<file path="src/rtl/dmem_arb_pkg.sv">
// ============================================================================
// dmem_arb_pkg : shared state encoding and default sizes for dmem_arbiter.
// Rev 1.0
// ============================================================================
`default_nettype none

package dmem_arb_pkg;

    localparam int DEF_LEN_W          = 5;
    localparam int DEF_MAX_CPU_STREAK = 8;

    typedef enum logic [1:0] {
        ST_IDLE  = 2'd0,
        ST_BURST = 2'd1,
        ST_DONE  = 2'd2
    } arb_state_e;

endpackage

`default_nettype wire

</file>
<file path="src/rtl/dmem_burst_ctr.sv">
// ============================================================================
// dmem_burst_ctr : latched burst descriptor plus beat counter; yields beat address.
// Rev 1.0
// ============================================================================
`default_nettype none

module dmem_burst_ctr
    import dmem_arb_pkg::*;
#(
    parameter int WORD_LEN = 32,
    parameter int LEN_W    = DEF_LEN_W
) (
    input  logic                clk,
    input  logic                rst,
    input  logic                load,
    input  logic [WORD_LEN-1:0] base,
    input  logic [LEN_W-1:0]    len,
    input  logic                we,
    input  logic                advance,
    output logic [WORD_LEN-1:0] beat_addr,
    output logic                last_beat,
    output logic                burst_we
);

    logic [WORD_LEN-1:0] base_q;
    logic [LEN_W-1:0]    len_q;
    logic [LEN_W-1:0]    cnt_q;
    logic                we_q;

    always_ff @(posedge clk or negedge rst) begin
        if (!rst) begin
            base_q <= '0;
            len_q  <= '0;
            cnt_q  <= '0;
            we_q   <= 1'b0;
        end else if (load) begin
            base_q <= base;
            len_q  <= len;
            we_q   <= we;
            cnt_q  <= '0;
        end else if (advance) begin
            cnt_q  <= cnt_q + 1'b1;
        end
    end

    // Word-aligned offset; the add wraps naturally at 2**WORD_LEN.
    assign beat_addr = base_q + {{(WORD_LEN-LEN_W-2){1'b0}}, cnt_q, 2'b00};
    assign last_beat = (cnt_q == (len_q - 1'b1));
    assign burst_we  = we_q;

endmodule

`default_nettype wire

</file>
<file path="src/rtl/dmem_arbiter.sv">
// ============================================================================
// dmem_arbiter : shares the data-memory port between the CPU MEM stage and a
// burst DMA. Optional fairness throttling via macro DMEM_ARB_FAIR_EN.
// Rev 1.0
// ============================================================================
`default_nettype none

module dmem_arbiter
    import dmem_arb_pkg::*;
#(
    parameter int WORD_LEN = 32,
    parameter int LEN_W    = DEF_LEN_W
`ifdef DMEM_ARB_FAIR_EN
    ,
    parameter int MAX_CPU_STREAK = DEF_MAX_CPU_STREAK
`endif
) (
    input  logic                clk,
    input  logic                rst,
    input  logic                cpu_req,
    input  logic                cpu_we,
    input  logic [WORD_LEN-1:0] cpu_addr,
    input  logic [WORD_LEN-1:0] cpu_wdata,
    output logic                cpu_ack,
    output logic                cpu_stall,
    output logic [WORD_LEN-1:0] cpu_rdata,
    input  logic                dma_req,
    input  logic                dma_we,
    input  logic [WORD_LEN-1:0] dma_addr,
    input  logic [LEN_W-1:0]    dma_len,
    input  logic [WORD_LEN-1:0] dma_wdata,
    output logic                dma_wready,
    output logic [WORD_LEN-1:0] dma_rdata,
    output logic                dma_rvalid,
    output logic                dma_busy,
    output logic                dma_done,
    output logic                mem_writeEn,
    output logic                mem_readEn,
    output logic [WORD_LEN-1:0] mem_address,
    output logic [WORD_LEN-1:0] mem_dataIn,
    input  logic [WORD_LEN-1:0] mem_dataOut
);

    arb_state_e          state_q, state_d;
    logic                load;
    logic                dma_beat;
    logic                force_dma;
    logic                last_beat;
    logic                burst_we;
    logic [WORD_LEN-1:0] beat_addr;

    dmem_burst_ctr #(
        .WORD_LEN (WORD_LEN),
        .LEN_W    (LEN_W)
    ) u_burst_ctr (
        .clk       (clk),
        .rst       (rst),
        .load      (load),
        .base      (dma_addr),
        .len       (dma_len),
        .we        (dma_we),
        .advance   (dma_beat),
        .beat_addr (beat_addr),
        .last_beat (last_beat),
        .burst_we  (burst_we)
    );

`ifdef DMEM_ARB_FAIR_EN
    localparam int SW = $clog2(MAX_CPU_STREAK + 1);
    logic [SW-1:0] streak_q;

    assign force_dma = cpu_req && (state_q == ST_BURST) &&
                       (streak_q == SW'(MAX_CPU_STREAK));

    // In BURST a cycle without a DMA beat but with cpu_req is a CPU win.
    always_ff @(posedge clk or negedge rst) begin
        if (!rst) begin
            streak_q <= '0;
        end else if (dma_beat) begin
            streak_q <= '0;
        end else if (cpu_req && (state_q == ST_BURST)) begin
            streak_q <= streak_q + 1'b1;
        end
    end
`else
    assign force_dma = 1'b0;
`endif

    always_ff @(posedge clk or negedge rst) begin
        if (!rst) begin
            state_q <= ST_IDLE;
        end else begin
            state_q <= state_d;
        end
    end

    always_comb begin
        state_d = state_q;
        load    = 1'b0;
        case (state_q)
            ST_IDLE: begin
                if (dma_req) begin
                    if (dma_len != '0) begin
                        state_d = ST_BURST;
                        load    = 1'b1;
                    end else begin
                        state_d = ST_DONE;
                    end
                end
            end
            ST_BURST: begin
                if (dma_beat && last_beat) begin
                    state_d = ST_DONE;
                end
            end
            ST_DONE:  state_d = ST_IDLE;
            default:  state_d = ST_IDLE;
        endcase
    end

    assign cpu_ack   = cpu_req && !force_dma;
    assign cpu_stall = cpu_req && !cpu_ack;
    assign dma_beat  = (state_q == ST_BURST) && !cpu_ack;

    always_comb begin
        mem_writeEn = 1'b0;
        mem_readEn  = 1'b0;
        mem_address = '0;
        mem_dataIn  = '0;
        if (cpu_ack) begin
            mem_writeEn = cpu_we;
            mem_readEn  = !cpu_we;
            mem_address = cpu_addr;
            mem_dataIn  = cpu_wdata;
        end else if (dma_beat) begin
            mem_writeEn = burst_we;
            mem_readEn  = !burst_we;
            mem_address = beat_addr;
            mem_dataIn  = burst_we ? dma_wdata : '0;
        end
    end

    assign cpu_rdata  = cpu_ack ? mem_dataOut : '0;
    assign dma_wready = dma_beat && burst_we;
    assign dma_busy   = (state_q != ST_IDLE);
    assign dma_done   = (state_q == ST_DONE);

    always_ff @(posedge clk or negedge rst) begin
        if (!rst) begin
            dma_rvalid <= 1'b0;
            dma_rdata  <= '0;
        end else begin
            dma_rvalid <= dma_beat && !burst_we;
            if (dma_beat && !burst_we) begin
                dma_rdata <= mem_dataOut;
            end
        end
    end

endmodule

`default_nettype wire
</file>
<file path="config.mk">
export PLATFORM = sky130hd
export DESIGN_NAME = dmem_arbiter
export DESIGN_NICKNAME = d
export VERILOG_FILES = /design/src/rtl/dmem_arb_pkg.sv /design/src/rtl/dmem_burst_ctr.sv /design/src/rtl/dmem_arbiter.sv
export SDC_FILE = /design/constraint.sdc
export NUM_CORES = 1
export LEC_CHECK = 0
export CORE_AREA = 2 2 120 122
export CTS_CLUSTER_SIZE = 16
export DETAILED_ROUTE_END_ITERATION = 7
export DIE_AREA = 0 0 122 124
export PLACE_DENSITY = 0.77
export SETUP_SLACK_MARGIN = 0.15
export SLEW_MARGIN = 20
export SYNTH_ARGS = -nofsm -noshare
export SYNTH_HDL_FRONTEND = slang
export SYNTH_SLANG_ARGS = --single-unit
</file>
<file path="constraint.sdc">
create_clock -name clk -period 4.1 [get_ports clk]
set_clock_uncertainty 0.2 [all_clocks]
set_input_delay 0.82 -clock clk [delete_from_list [all_inputs] [get_ports clk]]
set_output_delay 0.82 -clock clk [all_outputs]
set_load 0.005 [all_outputs]
</file>
; Yosys cells after proc, flatten, opt, wreduce, memory -nomap -nowiden
; Index checks and enable logic that the tools add are counted.
[op_classes]
eq_ne = 5
muxes = 19
n_addsub = 3
n_reduce_logical = 12
[op_table]
columns = op, n
row1 = $mux W32, 6
row2 = $add A32 B7 Y32, 1
row3 = $mux W5, 2
row4 = $mux W1, 7
row5 = $mux W2, 3
row6 = $add A5 B1 Y5 const B, 1
row7 = $eq A5 B5 Y1, 1
row8 = $reduce_bool A5 Y1, 1
row9 = $sub A5 B1 Y5 const B, 1
row10 = $logic_and A1 B1 Y1, 4
row11 = $ne A2 B2 Y1 const B, 2
row12 = $pmux W2 S2, 1
row13 = $reduce_bool A2 Y1, 2
row14 = $logic_not A1 Y1, 3
row15 = $eq A2 B1 Y1 const B, 1
row16 = $eq A2 B2 Y1 const B, 1
row17 = $logic_not A2 Y1, 1
row18 = $reduce_and A2 Y1, 1
[word_totals]
output_inout_bits = 136
inputBits = 171
register_bits = 78

; Depth between registers and ports, before layout
; Gate-level depths: netlist of the first run.
[logic_depth]
word_depth = 5
depth_mapped = 9
mapped_depth_nobuf = 8

; Cells and area by module
; Synthesis of the first run repeated with hierarchy kept, for this count alone.
[unflattened]
cells_unflattened = 436
area_unflattened_um2 = 4780.8
[modules_own_cells]
columns = module, cells_each, instances, seq_area_each_um2, area_each_um2
row1 = dmem_burst_ctr, 230, 1, 1076.0, 2533.7
row2 = dmem_arbiter, 206, 1, 875.8, 2247.2

; Worst setup path after synthesis of the first run
; Ideal clock, no wire load.
[synth_path]
kind = register to output
from = register u_burst_ctr.cnt_q[0]
to = output mem_address[26]
path_buffers = 1
required_ps = 3080
t_arrival_ps = 2207
path_stages_with_launch = 10
setup_slack_ps = 873
cell_sequence = dfrtp_1 > ha_1 > inv_1 > fa_1 > nor2b_1 > o31a_1 > clkbuf_1 > o21ai_2 > or4_1 > nand3_1
[synth_between]
elab_chain_len = 3
[synth_rtl]
columns = item, line_no
row1 = from (decl), dmem_burst_ctr.sv:27  ; logic [LEN_W-1:0] cnt_q;
row2 = from (signal assigned), dmem_burst_ctr.sv:42  ; cnt_q <= cnt_q + 1'b1;
row3 = $add A32 B7 Y32, dmem_burst_ctr.sv:47  ; assign beat_addr = base_q + {{(WORD_LEN-LEN_W-2){1'b0}}, cnt_q, 2'b00};
row4 = $mux W32, dmem_arbiter.sv:135  ; end else if (dma_beat) begin
row5 = $mux W32, dmem_arbiter.sv:130  ; if (cpu_ack) begin
row6 = to (decl), dmem_arbiter.sv:39  ; output logic [WORD_LEN-1:0] mem_address,
; No other way between the ends.

; Final worst setup path of the first run
[layout_path]
from = register u_burst_ctr.base_q[2]
to = output mem_address[28]
[layout_between]
elab_chain_len = 3
[layout_rtl]
columns = item, line_no
row1 = from (decl), dmem_burst_ctr.sv:25  ; logic [WORD_LEN-1:0] base_q;
row2 = from (signal assigned), dmem_burst_ctr.sv:37  ; base_q <= base;
row3 = $add A32 B7 Y32, dmem_burst_ctr.sv:47
row4 = $mux W32, dmem_arbiter.sv:135
row5 = $mux W32, dmem_arbiter.sv:130
; No other way between the ends.

==> results.rst, run 1 <==
.. list-table::
   :header-rows: 1

   * - Metric
     - Value
   * - Detailed router's first-iteration violation count
     - 324
   * - Crit path required time
     - 3080 ps
   * - Yosys top cell area share
     - 41.03%
   * - Clock transition at the registers of the reported paths
     - 60 ps
   * - Vias post-DR
     - 4847
   * - Post-Synthesis Cell Area
     - 0.004757 mm2
   * - Final standard cell area without fillers
     - 0.008373 mm2
   * - Async SR Flop Fraction
     - 100.0%
   * - DP Worst Slack
     - 181.4 ps
   * - Endpoints failing hold
     - 0
   * - Total global-route track usage
     - 22.38%
   * - Number of nets with antenna violations after detailed routing
     - 0
   * - Power, Total
     - 4.581 mW
   * - Synthesis warning total
     - 0
   * - Crit. End Element
     - primary output
   * - Total global routing overflow
     - 0
   * - Number of core rows
     - 43
   * - Arr. time, crit path
     - 2770 ps
   * - Post-DP Area
     - 0.007968 mm2
   * - Total Routed Length
     - 17.83 mm
   * - Transition time of the tightest slew-check pin
     - 971.1 ps
   * - Worst skew pair latency
     - 330 ps
   * - Biggest area contributors in the synthesized netlist
     - sky130_fd_sc_hd__dfrtp_1 (41%), sky130_fd_sc_hd__mux2_2 (16%), sky130_fd_sc_hd__a22o_1 (5.9%)
   * - Clock Sinks
     - 78
   * - Filler cell count
     - 1147
   * - Placed cell count
     - 927
   * - Layout Cells excl Fill
     - 952
   * - Gate Count Post-Synth
     - 467
   * - Die outline width
     - 122 um
   * - Cell Pwr Density
     - 547.1 mW/mm2
   * - Clock tree from TritonCTS
     - yes
   * - Relative max-transition margin
     - 35.10%
   * - Setup slack of the critical path after layout
     - 313.7 ps
   * - Number of maximum-capacitance violations
     - 0
   * - Worst Path Class, Setup
     - reg2out
   * - Min-Delay Path Class
     - in2async
   * - Top cell types by occurrence after synthesis
     - sky130_fd_sc_hd__dfrtp_1 (78), sky130_fd_sc_hd__mux2_2 (66), sky130_fd_sc_hd__nand2_1 (51), sky130_fd_sc_hd__and2_1 (33), sky130_fd_sc_hd__a22o_1 (32)
   * - Buffers from clock root to sink, at most
     - 2
   * - Synthesized netlist net count
     - 646
   * - Via count of the first global-routing pass
     - 4927
   * - Final TNS setup
     - 0 ps
   * - Final HPWL from detailed placement
     - 13.66 mm
   * - Fraction of layout cells with a size suffix above 1
     - 15.69%
   * - Outcome
     - complete, no violations
   * - Root buf cell
     - sky130_fd_sc_hd__clkbuf_16
   * - Maximum clock frequency
     - 0.2641 GHz
   * - Per-cell routed wire length
     - 18.73 um
   * - Worst ir drop on vdd
     - 0.3209 mV
   * - Share of synthesized area occupied by flip-flops and latches
     - 41.03%
   * - Setup repair after global routing missed its margin
     - no
   * - Area Overhead vs Synth
     - 76.01%
   * - EDFF count, synth
     - 0
   * - Dominant synthesized flop cell
     - sky130_fd_sc_hd__dfrtp_1
   * - Die Y-Extent
     - 124 um
   * - 1st-pass router iterations
     - 5
   * - Avg Inst Size Synth
     - 10.19 um2
   * - Core ar.
     - 0.01372 mm2
   * - Final clock period utilization by the worst path
     - 92.35%
   * - Largest area contributor in the netlist
     - sky130_fd_sc_hd__dfrtp_1
   * - Critical Path Source Type
     - register
   * - Tightest hold margin
     - 306.4 ps
   * - Pins over their slew limit
     - 0
   * - Die Outline Area
     - 0.01513 mm2
   * - Cell leakage power
     - 3.304 nW
   * - Starting utilization of the core area
     - 34.67%
   * - Number of synthesized register bits
     - 78
   * - Final core area utilization
     - 61.03%
   * - Global-route wire length before repair
     - 26.31 mm
   * - Cell with the most instances after synthesis
     - sky130_fd_sc_hd__dfrtp_1
   * - Layout Nets
     - 945
   * - Via-to-Cell Ratio
     - 5.091
   * - Pin count of the biggest net entering global routing
     - 81
   * - DRC violations left
     - 0
   * - Final setup violation count
     - 0
   * - Total I/O pin count
     - 307
   * - CTS buffer count
     - 9
   * - Final critical path time including I/O delays and setup
     - 3786 ps
   * - Antenna violations before repair
     - 1
   * - Global placer's final weighted congestion
     - 0.9562
   * - Maximum fanout count along the critical path
     - 7
   * - Distinct cell type count of the synthesized netlist
     - 49
   * - Hold-fix buffers at CTS
     - 0
   * - Max H-tree Level
     - 3
   * - IO buf count
     - 305
## final cells by class
class | count | area, um2 | area share, %
diodes | 1 | 2.502 | 0.02989
clock buffers | 9 | 225.2 | 2.690
clock inverters | 7 | 77.57 | 0.9265
inverters | 7 | 26.28 | 0.3138
multi-input cells | 348 | 2678 | 31.98
flip-flops and latches | 78 | 1954 | 23.34
well taps | 180 | 225.2 | 2.690
repair buffers | 322 | 3184 | 38.03
## what timing repair did
| action | 4_1_cts | 5_1_grt |
|---|---|---|
| gates cloned | 0 | 0 |
| resized for setup | 12 | 6 |
| pin swaps | 3 | 0 |
| setup endpoints to repair | 12 | 14 |
| buffers inserted | 8 | 0 |
## power breakdown
| part | switching, mW | internal [mW] |
|---|---|---|
| sequential | 0.358 | 1.15 |
| combinational | 0.883 | 1.37 |
| clock | 0.335 | 0.479 |
## worst max-delay path: stages, from the launching register on
cell and delay (ps):
sky130_fd_sc_hd__dfrtp_1 360, sky130_fd_sc_hd__ha_2 180, sky130_fd_sc_hd__inv_1 50, sky130_fd_sc_hd__fa_2 340, sky130_fd_sc_hd__nor2b_2 160, sky130_fd_sc_hd__o31a_4 230
sky130_fd_sc_hd__o21ai_4 100, sky130_fd_sc_hd__or4_1 410, sky130_fd_sc_hd__nand3_1 100, sky130_fd_sc_hd__clkdlybuf4s50_1 500
## placed cells by master, fill, tap and decap left out, types with 4 or more instances in the layout
cell type                         netlist  routed
sky130_fd_sc_hd__a22o_1                32      32
sky130_fd_sc_hd__and2_1                33      33
sky130_fd_sc_hd__buf_4                  3      17
sky130_fd_sc_hd__clkbuf_16              0       9
sky130_fd_sc_hd__clkdlybuf4s50_1        0     297
sky130_fd_sc_hd__dfrtp_1               78      76
sky130_fd_sc_hd__dlygate4sd2_1          0       6
sky130_fd_sc_hd__ha_1                   7       4
sky130_fd_sc_hd__inv_1                  7       7
sky130_fd_sc_hd__inv_6                  0       4
sky130_fd_sc_hd__mux2_2                66      66
sky130_fd_sc_hd__nand2_1               51      50
sky130_fd_sc_hd__nand3_1                8       8
sky130_fd_sc_hd__nand4_1               10      10
sky130_fd_sc_hd__nor2_1                15      14
sky130_fd_sc_hd__nor3_1                 4       4
sky130_fd_sc_hd__o2111ai_1              7       7
sky130_fd_sc_hd__o211ai_1               7       7
sky130_fd_sc_hd__o21ai_0               24      23
sky130_fd_sc_hd__o31ai_1                5       5
sky130_fd_sc_hd__or4_1                  5       5
sky130_fd_sc_hd__xnor2_1                8       8
sky130_fd_sc_hd__xor2_1                20      20
## layer usage
metal / global-route usage, % / part of all wire (%) / wire length (um)
met1: 27.36 / 40 / 7093
met2: 38.37 / 50 / 8843
met3: 5.861 / 8.3 / 1482
met4: 7.615 / 2.3 / 413
met5: 0 / 0 / 0
## flip-flops by register name, indices dropped and copies added, names as in the netlist
signal and flops:
dma_rdata 32, dma_rvalid 1, state_q 2, u_burst_ctr.base_q 32
u_burst_ctr.burst_we 1, u_burst_ctr.cnt_q 5, u_burst_ctr.len_q 5
## worst paths after layout
path,startpoint,cells after the start,endpoint,slack (ps)
setup reg to reg,state_q[0]$_DFFE_PN0P_,6,dma_rdata[9]$_DFFE_PN0P_,1340
max in group asynchronous,rst,1,u_burst_ctr.cnt_q[1]$_DFFE_PN0P_,2860
hold reg to reg,dma_rdata[19]$_DFFE_PN0P_,1,dma_rdata[19]$_DFFE_PN0P_,310
min in group clk,dma_rdata[19]$_DFFE_PN0P_,1,dma_rdata[19]$_DFFE_PN0P_,310
hold / removal,rst,1,u_burst_ctr.base_q[10]$_DFFE_PN0P_,310
setup / recovery,u_burst_ctr.base_q[2]$_DFFE_PN0P_,9,mem_address[28],310
## cells by family after synthesis
logic type,count (synthesis),synth area share (%)
AOI/OAI and AO/OA,97,15.18
xor gates and xnor gates,28,5.155
adders and majority gates,8,2.262
buffers and inverters,41,3.735
DFF,78,41.03
muxes,66,15.62
other,1,0.07883
and+or+nand+nor,148,16.94
Note: power is estimated with default switching activity, not from simulation.
==> run 2: changes to the inputs <==
--- a/config.mk
+++ b/config.mk
@@ -6,7 +6,7 @@
 export NUM_CORES = 1
 export LEC_CHECK = 0
 export CORE_AREA = 2 2 120 122
-export CTS_CLUSTER_SIZE = 16
+export CTS_CLUSTER_SIZE = 24
 export DETAILED_ROUTE_END_ITERATION = 7
 export DIE_AREA = 0 0 122 124
 export PLACE_DENSITY = 0.77
==> constraint.sdc (replaced) <==
create_clock -name clk -period 4.03 [get_ports clk]
set_clock_uncertainty 0.2 [all_clocks]
set_input_delay 0.806 -clock clk [delete_from_list [all_inputs] [get_ports clk]]
set_output_delay 0.806 -clock clk [all_outputs]
set_load 0.005 [all_outputs]
==> results.rst, run 2 (synthesis results as in run 1) <==
.. list-table::
   :header-rows: 1

   * - Metric
     - Value
   * - Outcome
     - complete, no violations
   * - Total global routing overflow
     - 0
   * - Clock transition at the registers of the reported paths
     - 60 ps
   * - Total I/O pin count
     - 307
   * - Root buf cell
     - sky130_fd_sc_hd__clkbuf_16
   * - 1st-pass router iterations
     - 6
   * - Maximum clock frequency
     - 0.2629 GHz
   * - Arr. time, crit path
     - 2800 ps
   * - Number of core rows
     - 43
   * - Switching Power
     - 1.578 mW
   * - Final TNS setup
     - 0 ps
   * - Post-DP Area
     - 0.007983 mm2
   * - Buffers from clock root to sink, at most
     - 2
   * - Total global-route track usage
     - 23.10%
   * - Area Overhead vs Synth
     - 75.67%
   * - Fraction of layout cells with a size suffix above 1
     - 15.05%
   * - DP Worst Slack
     - 96.16 ps
   * - Starting utilization of the core area
     - 34.67%
   * - Min-Delay Path Class
     - in2async
   * - Setup slack of the critical path after layout
     - 226.9 ps
   * - Core ar.
     - 0.01372 mm2
   * - Filler cell count
     - 1175
   * - Power, Total
     - 4.575 mW
   * - Final clock period utilization by the worst path
     - 94.37%
   * - Setup repair after global routing missed its margin
     - yes
   * - Global-route wire length before repair
     - 26.93 mm
   * - Pins over their slew limit
     - 0
   * - Via-to-Cell Ratio
     - 5.227
   * - Sequential group share of total power
     - 33.7%
   * - Final core area utilization
     - 60.91%
   * - Antenna violations before repair
     - 1
   * - Die outline width
     - 122 um
   * - Crit path required time
     - 3020 ps
   * - Layout Cells excl Fill
     - 952
   * - Most frequent standard cell in the layout excluding fill and tap cells
     - sky130_fd_sc_hd__clkdlybuf4s50_1
   * - Endpoints failing hold
     - 0
   * - Clock tree from TritonCTS
     - yes
   * - Largest registers
     - dma_rdata: 32 flops, u_burst_ctr.base_q: 32 flops
   * - Number of nets with antenna violations after detailed routing
     - 0
   * - Pin count of the biggest net entering global routing
     - 103
   * - Worst skew pair latency
     - 330 ps
   * - Critical Path Source Type
     - register
   * - Placed cell count
     - 929
   * - Clock Sinks
     - 78
   * - Worst ir drop on vdd
     - 0.3090 mV
   * - Combinational share of power
     - 50.4%
   * - Cell Pwr Density
     - 547.4 mW/mm2
   * - Layout Nets
     - 947
   * - Die Outline Area
     - 0.01513 mm2
   * - Total Routed Length
     - 18.32 mm
   * - Hold-fix buffers at CTS
     - 0
   * - DRC violations left
     - 0
   * - Maximum fanout count along the critical path
     - 11
   * - Transition time of the tightest slew-check pin
     - 973.5 ps
   * - Final setup violation count
     - 0
   * - Tightest hold margin
     - 278.4 ps
   * - Via count of the first global-routing pass
     - 5020
   * - IO buf count
     - 305
   * - Final critical path time including I/O delays and setup
     - 3803 ps
   * - Relative max-transition margin
     - 35.10%
   * - Per-cell routed wire length
     - 19.24 um
   * - Vias post-DR
     - 4976
   * - Net switching share of the total power
     - 34.50%
   * - Die Y-Extent
     - 124 um
   * - Crit. End Element
     - primary output
   * - Global placer's final weighted congestion
     - 0.9561
   * - CTS buffer count
     - 9
   * - Detailed router's first-iteration violation count
     - 323
   * - Commonest non-fill, non-tap cells in the layout
     - sky130_fd_sc_hd__clkdlybuf4s50_1 (291), sky130_fd_sc_hd__dfrtp_1 (76), sky130_fd_sc_hd__mux2_2 (66), sky130_fd_sc_hd__nand2_1 (50), sky130_fd_sc_hd__and2_1 (33)
   * - Final standard cell area without fillers
     - 0.008357 mm2
   * - Number of maximum-capacitance violations
     - 0
   * - Int Pwr
     - 2.997 mW
   * - Part of the power in the clock network
     - 15.9%
   * - Max H-tree Level
     - 3
   * - Final HPWL from detailed placement
     - 13.94 mm
   * - Worst Path Class, Setup
     - reg2out
   * - Cell leakage power
     - 3.356 nW
[run 2: changes by cell type in the layout (fill, tap and decap cells not counted), sizes merged]
cell and delta:
dlygate4sd2 +1, inv -4, bufinv -1, dlymetal6s2s +5, buf +2, clkbuf +4, clkinv -1, clkdlybuf4s50 -6
[run 2: timing repair]
| action | in CTS | in global routing |
|---|---|---|
| endpoints found under the hold margin | 0 | 0 |
| setup endpoints to repair | 13 | 12 |
| buffers inserted | 5 | 3 |
| resized for setup | 17 | 8 |
| pin swaps | 2 | 3 |
[run 2: worst paths after layout]
check	start	cells past startpoint	slack [ps]	end
worst max-delay path	u_burst_ctr.cnt_q[1]$_DFFE_PN0P_	7	230	mem_address[7]
worst min-delay path	rst	1	280	u_burst_ctr.base_q[9]$_DFFE_PN0P_
worst max register to register	state_q[0]$_DFFE_PN0P_	5	1380	dma_rdata[4]$_DFFE_PN0P_
worst min register to register	dma_rdata[5]$_DFFE_PN0P_	1	300	dma_rdata[5]$_DFFE_PN0P_
max in group asynchronous	rst	1	2790	u_burst_ctr.cnt_q[1]$_DFFE_PN0P_
min in group clk	dma_rdata[5]$_DFFE_PN0P_	1	300	dma_rdata[5]$_DFFE_PN0P_
[run 2: layer usage]
metal / up-vias / track usage, % / wire length, um
li1: 2297 / - / -
met1: 2369 / 27.10 / 6896
met2: 267 / 39.35 / 9101
met3: 43 / 6.868 / 1792
met4: 0 / 9.914 / 527
met5: - / 0 / 0
[run 2: power by group through the flow]
stage | Combinational [mW] | Clock [mW] | Sequential [mW]
CTS | 2.32 | 0.753 | 1.53
detailed placement | 2.27 | 0 | 1.54
global placement | 2.21 | 0 | 1.51
global route | 2.49 | 0.784 | 1.59
floorplan | 1.10 | 0 | 1.47
finish | 2.30 | 0.729 | 1.54
[run 2: area by class of cell]
class                           count  area (um2)  area share (%)
Clock inverter                      1       7.507         0.08983
Antenna cell                        1       2.502         0.02994
Inverter                            7       26.28          0.3144
Clock buffer                       13       250.2           2.994
Sequential cell                    78        1954           23.39
Tap cell                          180       225.2           2.695
Timing Repair Buffer              324        3214           38.46
Multi-Input combinational cell    348        2676           32.03
[run 2: worst max-delay path, cell delays in order (launching register included)]
cell	delay [ps]
sky130_fd_sc_hd__dfrtp_2	450
sky130_fd_sc_hd__ha_1	320
sky130_fd_sc_hd__a211oi_1	370
sky130_fd_sc_hd__o21ai_2	130
sky130_fd_sc_hd__nand2_2	200
sky130_fd_sc_hd__xor2_1	130
sky130_fd_sc_hd__o21ai_0	290
sky130_fd_sc_hd__clkdlybuf4s50_1	590
==> run 3: changes to the inputs <==
--- a/config.mk
+++ b/config.mk
@@ -9,7 +9,7 @@
 export CTS_CLUSTER_SIZE = 24
 export DETAILED_ROUTE_END_ITERATION = 7
 export DIE_AREA = 0 0 122 124
-export PLACE_DENSITY = 0.77
+export PLACE_DENSITY = 0.84
 export SETUP_SLACK_MARGIN = 0.15
 export SLEW_MARGIN = 20
 export SYNTH_ARGS = -nofsm -noshare
==> results.rst, run 3 (synthesis results as in run 1) <==
.. list-table::
   :header-rows: 1

   * - Metric
     - Value
   * - Outcome
     - complete, no violations
   * - Endpoints failing hold
     - 0
   * - Pins over their slew limit
     - 0
   * - Root buf cell
     - sky130_fd_sc_hd__clkbuf_16
   * - Number of nets with antenna violations after detailed routing
     - 0
   * - Die Y-Extent
     - 124 um
   * - Maximum clock frequency
     - 0.2631 GHz
   * - Final standard cell area without fillers
     - 0.008433 mm2
   * - Total I/O pin count
     - 307
   * - Commonest non-fill, non-tap cells in the layout
     - sky130_fd_sc_hd__clkdlybuf4s50_1 (300), sky130_fd_sc_hd__dfrtp_1 (77), sky130_fd_sc_hd__mux2_2 (66), sky130_fd_sc_hd__nand2_1 (50), sky130_fd_sc_hd__and2_1 (33)
   * - Die outline width
     - 122 um
   * - Crit path required time
     - 3020 ps
   * - Met3 wire length
     - 1.898 mm
   * - Final setup violation count
     - 0
   * - Critical register-to-register path startpoint
     - state_q[0]$_DFFE_PN0P_
   * - Final core area utilization
     - 61.47%
   * - Maximum fanout count along the critical path
     - 8
   * - Min-Delay Path Class
     - in2async
   * - Post-DP Area
     - 0.008005 mm2
   * - Total global routing overflow
     - 0
   * - Clock Sinks
     - 78
   * - DRC violations left
     - 0
   * - Detailed router's first-iteration violation count
     - 282
   * - Max H-tree Level
     - 3
   * - Number of maximum-capacitance violations
     - 0
   * - Pin count of the biggest net entering global routing
     - 79
   * - Core ar.
     - 0.01372 mm2
   * - M1 WL
     - 7.095 mm
   * - Starting utilization of the core area
     - 34.67%
   * - Worst ir drop on vdd
     - 0.3307 mV
   * - Layout Cells excl Fill
     - 953
   * - Arr. time, crit path
     - 2790 ps
   * - Placed cell count
     - 932
   * - Worst Path Class, Setup
     - reg2out
   * - 1st-pass router iterations
     - 5
   * - Area Overhead vs Synth
     - 77.28%
   * - CTS buffer count
     - 9
   * - Transition time of the tightest slew-check pin
     - 722.4 ps
   * - Cell Pwr Density
     - 557.9 mW/mm2
   * - Hold-fix buffers at CTS
     - 0
   * - Endpoint of the worst setup timing path
     - mem_address[26]
   * - Highest metal layer used by the detailed router
     - met4
   * - Worst Path Buf+Inv
     - 2
   * - Final HPWL from detailed placement
     - 13.84 mm
   * - Fraction of layout cells with a size suffix above 1
     - 15.91%
   * - Critical Path Source Type
     - register
   * - WL met2
     - 8.945 mm
   * - Most frequent standard cell in the layout excluding fill and tap cells
     - sky130_fd_sc_hd__clkdlybuf4s50_1
   * - Largest registers
     - dma_rdata: 32 flops, u_burst_ctr.base_q: 32 flops
   * - Total Routed Length
     - 18.26 mm
   * - Via-to-Cell Ratio
     - 5.164
   * - Die Outline Area
     - 0.01513 mm2
   * - Clock tree from TritonCTS
     - yes
   * - Worst skew pair latency
     - 340 ps
   * - Worst-case reg-to-reg path depth
     - 6
   * - Reg-to-reg critical path endpoint
     - dma_rdata[3]$_DFFE_PN0P_
   * - Worst setup path startpoint
     - u_burst_ctr.cnt_q[0]$_DFFE_PN0P_
   * - Critical-path cell list
     - ha_4 -> inv_1 -> fa_2 -> nor2b_4 -> o31a_4 -> o21ai_4 -> or4_1 -> nand3_1 -> clkdlybuf4s50_1
   * - Number of core rows
     - 43
   * - Final critical path time including I/O delays and setup
     - 3801 ps
   * - Clock transition at the registers of the reported paths
     - 70 ps
   * - Via count of the first global-routing pass
     - 5095
   * - Total global-route track usage
     - 23.34%
   * - Vias post-DR
     - 4921
   * - Antenna diode count
     - 0
   * - CP max stage delay
     - 500 ps
   * - Setup repair after global routing missed its margin
     - no
   * - Cell leakage power
     - 3.334 nW
   * - Global placer's final weighted congestion
     - 0.8610
   * - Antenna violations before repair
     - 0
   * - Kind of cell with the highest combined delay on the critical path
     - simple AND/OR/NAND/NOR gates
   * - Crit. End Element
     - primary output
   * - Global-route wire length before repair
     - 27.25 mm
   * - Layout Nets
     - 947
   * - Relative max-transition margin
     - 51.84%
   * - Final clock period utilization by the worst path
     - 94.31%
   * - Buffers from clock root to sink, at most
     - 2
   * - IO buf count
     - 305
   * - Crit-path slowest cell
     - sky130_fd_sc_hd__clkdlybuf4s50_1
   * - Register-to-register setup slack
     - 1560 ps
   * - Final TNS setup
     - 0 ps
   * - Per-cell routed wire length
     - 19.16 um
   * - Logic depth of the worst path, buffers included
     - 9
-- run 3: cell types whose count changed in the layout (fill, tap and decap cells not counted), moves of 2 or more --
cell                              before  now
sky130_fd_sc_hd__clkdlybuf4s50_1     291  300
sky130_fd_sc_hd__dlygate4sd2_1         7    1
sky130_fd_sc_hd__clkbuf_1              3    0
sky130_fd_sc_hd__dlymetal6s2s_1        5    2
sky130_fd_sc_hd__clkinvlp_4            1    3
-- run 3: repair_timing --
action / in CTS / in global routing
endpoints found under the setup margin: 19 / 17
buffers inserted: 5 / 0
pin swaps: 2 / 1
gates resized for setup: 15 / 7
-- run 3: where the power goes --
part	switching (mW)	leakage, nW	internal (mW)
clock network	0.363	0.140	0.488
registers	0.361	0.933	1.17
logic	0.912	2.26	1.41
total	1.64	3.33	3.07
-- run 3: final cells by class --
class                      instances  area [um2]
clock buffer                       9       225.2
clock inverter                     7       81.33
fill                            1175        5286
inverter                           7       26.28
multi-input combinational        348        2711
sequential                        78        1953
tap                              180       225.2
timing repair buffer             324        3211
-- run 3: worst min-delay path by stage --
stage / start / cells past startpoint / end / slack, ps
floorplan: u_burst_ctr.base_q[0]$_DFFE_PN0P_ / 1 / u_burst_ctr.base_q[0]$_DFFE_PN0P_ / 280
global placement: dma_rdata[2]$_DFFE_PN0P_ / 1 / dma_rdata[2]$_DFFE_PN0P_ / 290
detailed placement: dma_rdata[0]$_DFFE_PN0P_ / 1 / dma_rdata[0]$_DFFE_PN0P_ / 300
CTS: dma_rdata[27]$_DFFE_PN0P_ / 1 / dma_rdata[27]$_DFFE_PN0P_ / 310
global route: dma_rdata[27]$_DFFE_PN0P_ / 1 / dma_rdata[27]$_DFFE_PN0P_ / 320
finish: rst / 1 / dma_rvalid$_DFF_PN0_ / 280
-- run 3: layer usage --
layer  up-vias  GRT usage (%)
met4         0          7.184
met2       255          40.82
met5         -              0
li1       2292              -
met3        22          7.326
met1      2352          27.40
-- run 3: per-stage QoR --
stage          setup WS (ps)  power, mW  hold slack [ps]
2_1_floorplan          817.2      2.570            280.5
3_3_place_gp           35.30      3.733            288.1
3_5_place_dp           76.04      3.786            295.5
4_1_cts                177.7      4.716            309.3
5_1_grt                150.4      5.002            324.7
6_report               229.3      4.705            278.8
